==> config.mk <==
export PLATFORM = sky130hd
export DESIGN_NAME = updown_counter_n
export DESIGN_NICKNAME = d
export VERILOG_FILES = /design/src/rtl/updown_counter_n.sv
export SDC_FILE = /design/constraint.sdc
export NUM_CORES = 1
export LEC_CHECK = 0
export ABC_AREA = 1
export ABC_CLOCK_PERIOD_IN_PS = 1900
export BUFFER_PORTS_ARGS = -buffer_cell sky130_fd_sc_hd__buf_2
export CAP_MARGIN = 15
export CORE_AREA = 3 3 40 42
export CTS_BUF_LIST = sky130_fd_sc_hd__clkbuf_8
export DETAILED_ROUTE_END_ITERATION = 7
export DIE_AREA = 0 0 43 45
export HOLD_SLACK_MARGIN = 0.12
export SYNTH_ARGS = -nofsm -noshare
export SYNTH_HDL_FRONTEND = slang
export SYNTH_SLANG_ARGS = --single-unit
==> constraint.sdc <==
create_clock -name clk -period 1.9 [get_ports clk]
set_input_delay 0.38 -clock clk [delete_from_list [all_inputs] [get_ports clk]]
set_output_delay 0.38 -clock clk [all_outputs]
set_load 0.03 [all_outputs]
==> src/rtl/updown_counter_n.sv <==
// updown_counter_n: parametrised synchronous up/down counter with load,
// enable, direction, wrap/saturate boundary handling, combinational
// terminal count and a registered one-cycle boundary-event pulse.
//
// The RUN/HOLD mode machine is folded into the count register: the
// per-edge operation is decoded from the inputs (reset and load act as
// override transitions), and the next count is computed from it.
module updown_counter_n #(
  parameter int WIDTH    = 4,
  parameter int MAX_VAL  = 2**WIDTH-1,
  parameter int SATURATE = 0
) (
  input  logic             clk,
  input  logic             reset_n,
  input  logic             en,
  input  logic             load,
  input  logic [WIDTH-1:0] load_val,
  input  logic             up_dn,
  output logic [WIDTH-1:0] count,
  output logic             tc,
  output logic             ovf
);

  localparam logic [WIDTH-1:0] MAX_C = WIDTH'(MAX_VAL);
  localparam logic [WIDTH-1:0] ONE_C = WIDTH'(1);
  localparam logic [WIDTH-1:0] ZERO_C = '0;
  localparam bit               SAT   = (SATURATE != 0);

  // Operation selected on each edge, highest priority first: CLR > LOAD > RUN > HOLD
  typedef enum logic [1:0] {
    OP_HOLD = 2'd0,
    OP_RUN  = 2'd1,
    OP_LOAD = 2'd2,
    OP_CLR  = 2'd3
  } op_e;

  op_e              op;
  logic [WIDTH-1:0] load_clamp;
  logic [WIDTH-1:0] cnt_nxt;
  logic             ovf_nxt;
  logic             at_max;
  logic             at_zero;

  assign at_max  = (count == MAX_C);
  assign at_zero = (count == ZERO_C);

  // Clamp loads into 0..MAX_VAL; a full-range modulus needs no compare.
  if (MAX_VAL == 2**WIDTH-1) begin : g_noclamp
    assign load_clamp = load_val;
  end else begin : g_clamp
    assign load_clamp = (load_val > MAX_C) ? MAX_C : load_val;
  end

  // Mode decode: en selects RUN vs HOLD, reset and load override it
  always_comb begin
    op = OP_HOLD;
    if (!reset_n)  op = OP_CLR;
    else if (load) op = OP_LOAD;
    else if (en)   op = OP_RUN;
  end

  // Next count / boundary-event computation for the selected operation
  always_comb begin
    cnt_nxt = count;
    ovf_nxt = 1'b0;
    case (op)
      OP_CLR: begin
        cnt_nxt = ZERO_C;
      end
      OP_LOAD: begin
        cnt_nxt = load_clamp;
      end
      OP_RUN: begin
        if (up_dn) begin
          if (at_max) begin
            cnt_nxt = SAT ? MAX_C : ZERO_C;
            ovf_nxt = 1'b1;
          end else begin
            cnt_nxt = count + ONE_C;
          end
        end else begin
          if (at_zero) begin
            cnt_nxt = SAT ? ZERO_C : MAX_C;
            ovf_nxt = 1'b1;
          end else begin
            cnt_nxt = count - ONE_C;
          end
        end
      end
      default: begin
        cnt_nxt = count;
      end
    endcase
  end

  // State register: count and the one-cycle boundary pulse
  always_ff @(posedge clk) begin
    count <= cnt_nxt;
    ovf   <= ovf_nxt;
  end

  // Terminal count follows direction immediately, independent of en
  always_comb begin
    tc = up_dn ? at_max : at_zero;
  end

endmodule

Word level (Yosys, flattened, before mapping)
Index checks and enable logic that the tools add are counted.

storage, ports and cells
  register bits after elaboration = 5
  bits of input ports = 9
  word-level logic and storage cells = 21

operators by class
  add/subtract/negate cells = 2
  equality and inequality tests = 4
  mux-type cells = 11
  reduce and logical (&&, ||, !) cells = 2

operators with widths
  kind                   number
  $mux W4                3
  $pmux W4 S3            1
  $mux W1                5
  $add A4 B1 Y4 const B  1
  $eq A2 B2 Y1 const B   2
  $eq A4 B4 Y1 const B   1
  $logic_not A4 Y1       1
  $mux W2                2
  $sub A4 B1 Y4 const B  1
  $reduce_bool A3 Y1     1
  $eq A2 B1 Y1 const B   1

Longest topological paths before layout
  word-level depth = 5
  gate-level depth with buffers = 8

Worst setup path after synthesis
OpenSTA, ideal clock, no wires.

  path kind = flip-flop to output port
  start = register count[0]
  end = output port tc
  arrival = 1.356 ns
  required time = 1.520 ns
  setup slack = 0.164 ns
  cell stages (with the launch flop) = 7
  buffers on the path = 0
  cell sequence = edfxtp_1 -> inv_1 -> ha_1 -> inv_1 -> nor3_4 -> nand2_2 -> nand2_1

between the ends
  word-level cells in the longest chain between the ends = 2
  elaborated cells on any way between the ends = 3

RTL lines
  item                                              RTL line  text
  start, declared                                   19        output logic [WIDTH-1:0] count,
  start signal, assigned                            98        count <= cnt_nxt;
  $eq A4 B4 Y1 or $logic_not A4 Y1 (tied branches)  44, 45
  $mux W1 *                                         104       tc = up_dn ? at_max : at_zero;
  end, declared                                     20        output logic tc,

Every way passes the cells marked *; elsewhere a longest branch is shown, timed or not.

Final worst setup path
Same ends and word-level chain as after synthesis.

==> qor.txt <==
CTS tree: yes
Die area: 1940 µm²
Fmax: 0.551 GHz
Critical path's slowest cell: edfxtp_1
Netlist cell types: 18
Yosys synthesis warning count: 0
Min-Delay Path Class: in -> reg
Layout Skew: 0.547 ps
DRT iter0 DRCs: 0
Mean Syn Cell Area: 7.55 µm²
Met3 Usage GRT: 0.0359
Largest family of logic cells by synthesized area: simple AND/OR/NAND/NOR gates
Max Cap Viol: 0
Routability cong.: 0.796
Die Width: 43 µm
Rows: 13
Post-Syn Area: 453 µm²
Design Area, Final: 596 µm²
Initial core utilization: 0.352
Worst setup slack after layout: 84.2 ps
CP Data Required Time: 1520 ps
PwrDens: 772 nW/µm²
First-pass GRT wire length: 1500 µm
Antenna diodes: 0
Fraction of layout cells with a size suffix above 1: 0.333
Final setup violation count: 0
Post-Place Setup Slack: 237 ps
CP peak stage delay: 480 ps
Rel. slew slack: 0.764
Tcrit/Tclk final: 0.956
Seq/Total Area, Yosys: 0.309
Global routing's busiest layer: met2
Cell count after synthesis: 60
Router iterations before antenna repair: 1
Detailed Place HPWL: 744 µm
Leakage: 0.305 nW
Synth Area in Simple Gates: 0.271
Met1 Usage GRT: 0.125
Placed insts: 88
Antenna Nets Post-Route: 0
CTS sink cnt: 5
PortBufs: 14
Met2 usage: 0.165
Crit path launch type: flop
Detailed-route wire length: 925 µm
CP max FO: 6
Vias in the first global route: 370
CORE AREA: 1280 µm²
Total Routing Usage GR: 0.109
Fin. Hold Viols: 0
Wire per inst: 9.95 µm
Area delta synth->final: 31.5%
Worst setup EP type: output port
Pins Over Slew Limit: 0
Post-synthesis adder-cell area fraction: 0.138
Status: complete, no violations
Worst skew pair latency: 220 ps
CTS buffer count: 3
Total grt overflow: 0
#FFs+latches synth: 5
H-Tree Depth: 1
Peak supply drop: 0.352 mV
CTS Buffer Depth: 2
Slew @ Worst Pin: 354 ps
Worst-path clk slew: 40 ps
Synth Area in Compound Gates: 0.149
Non-Filler Instances: 93
Initial antenna violation count: 0
WS Path Type: reg -> out
Post-synthesis mux area share: 0
Arrival @ worst endpoint: 1440 ps
Fin crit period: 1820 ps
Remaining DRCs: 0
WP buf/inv: 3
Mapped Nets: 74
Crit path cell chain: inv_2 -> ha_1 -> inv_1 -> nor3_4 -> nand2_2 -> nand2_1 -> buf_6
Hold-fix buffers, CTS: 0
Largest net degree at the start of global routing: 10
CP top delay family: flip-flops
Vias per cell: 4.56
Clock root buffer: clkbuf_8
Final nets: 93
Post-DP Area: 531 µm²
Xor and xnor area share after synthesis: 0
I/O pin count: 15
RSZ-0062 raised after global routing: true
Vias: 424
Chip height: 45 µm
metrics by stage:
| stage | utilization | setup TNS (ps) | hold slack (ps) | total power [W] |
|---|---|---|---|---|
| finish | 0.463 | 0 | 513 | 0.000460 |
| global route | 0.463 | -19.9 | 553 | 0.000484 |
| CTS | 0.448 | 0 | 514 | 0.000455 |
| detailed placement | 0.413 | 0 | 741 | 0.000259 |
| global placement | 0.413 | 0 | 740 | 0.000258 |
| floorplan | - | 0 | 609 | 0.000230 |
logic make-up after synthesis:
logic type               after synthesis
AO/OA/AOI/OAI                         12
adder cells (fa/ha/maj)                5
buffers and inverters                 14
flip-flops                             5
AND/OR/NAND/NOR                       24
cells in the final DEF (no fill, tap or decap), drive strengths merged:
cell	instances
o21ai	4
nand2	13
nor2	3
dfxtp	1
nand4	1
buf	15
clkbuf	3
ha	5
edfxtp	4
nor3	2
a21oi	8
nand3	5
inv	14
where the power goes:
part           internal [W]  switching [W]  leakage (nW)
Combinational     0.0000474      0.0000736         0.224
Clock              0.000139      0.0000548        0.0269
Sequential         0.000129      0.0000164        0.0547
cells in the mapped netlist, drive strengths merged:
cell type / n / area share
inv: 13 / 0.11
o21ai: 4 / 0.052
edfxtp: 4 / 0.27
nand3: 5 / 0.055
nand4: 1 / 0.014
ha: 5 / 0.14
nand2: 13 / 0.11
dfxtp: 1 / 0.044
buf: 1 / 0.025
nor2: 3 / 0.030
nor3: 2 / 0.058
a21oi: 8 / 0.097
worst min-delay path: cells and delay by family:
kind	cells	cell delay, ps
compound gates	1	120
buf+inv	1	70
simple gates	1	40
final cells by class:
cell class                      count  area (µm²)
Fill cell                         133         689
Timing Repair Buffer               15        83.8
Multi-Input combinational cell     41         259
Inverter                           13        48.8
Sequential cell                     5         140
Tap cell                           15        18.8
Clock buffer                        3        41.3
Clock inverter                      1        3.75
routing by layer:
layer | vias up | part of all wire | routed length [µm]
met3 | 4 | 0.068 | 63
met5 | - | 0 | 0
met1 | 177 | 0.46 | 425
met4 | 0 | 0.026 | 24
li1 | 228 | - | -
met2 | 15 | 0.44 | 411
flip-flops by register name (all words and copies together), names as in the netlist:
| name | count |
|---|---|
| count | 4 |
| ovf | 1 |
what timing repair did:
item / CTS / global route
resized for setup: 0 / 5
endpoints found under the setup margin: 0 / 1
buffers inserted: 0 / 1
final timing paths:
path              slack, ps        start  cells after the start        to
setup / recovery         80     count[0]                      7        tc
hold reg to reg         730     count[3]                      3       ovf
hold / removal          510  load_val[2]                      3  count[2]
setup reg to reg        330     count[0]                      5  count[2]
(Power assumes the default switching activity.)
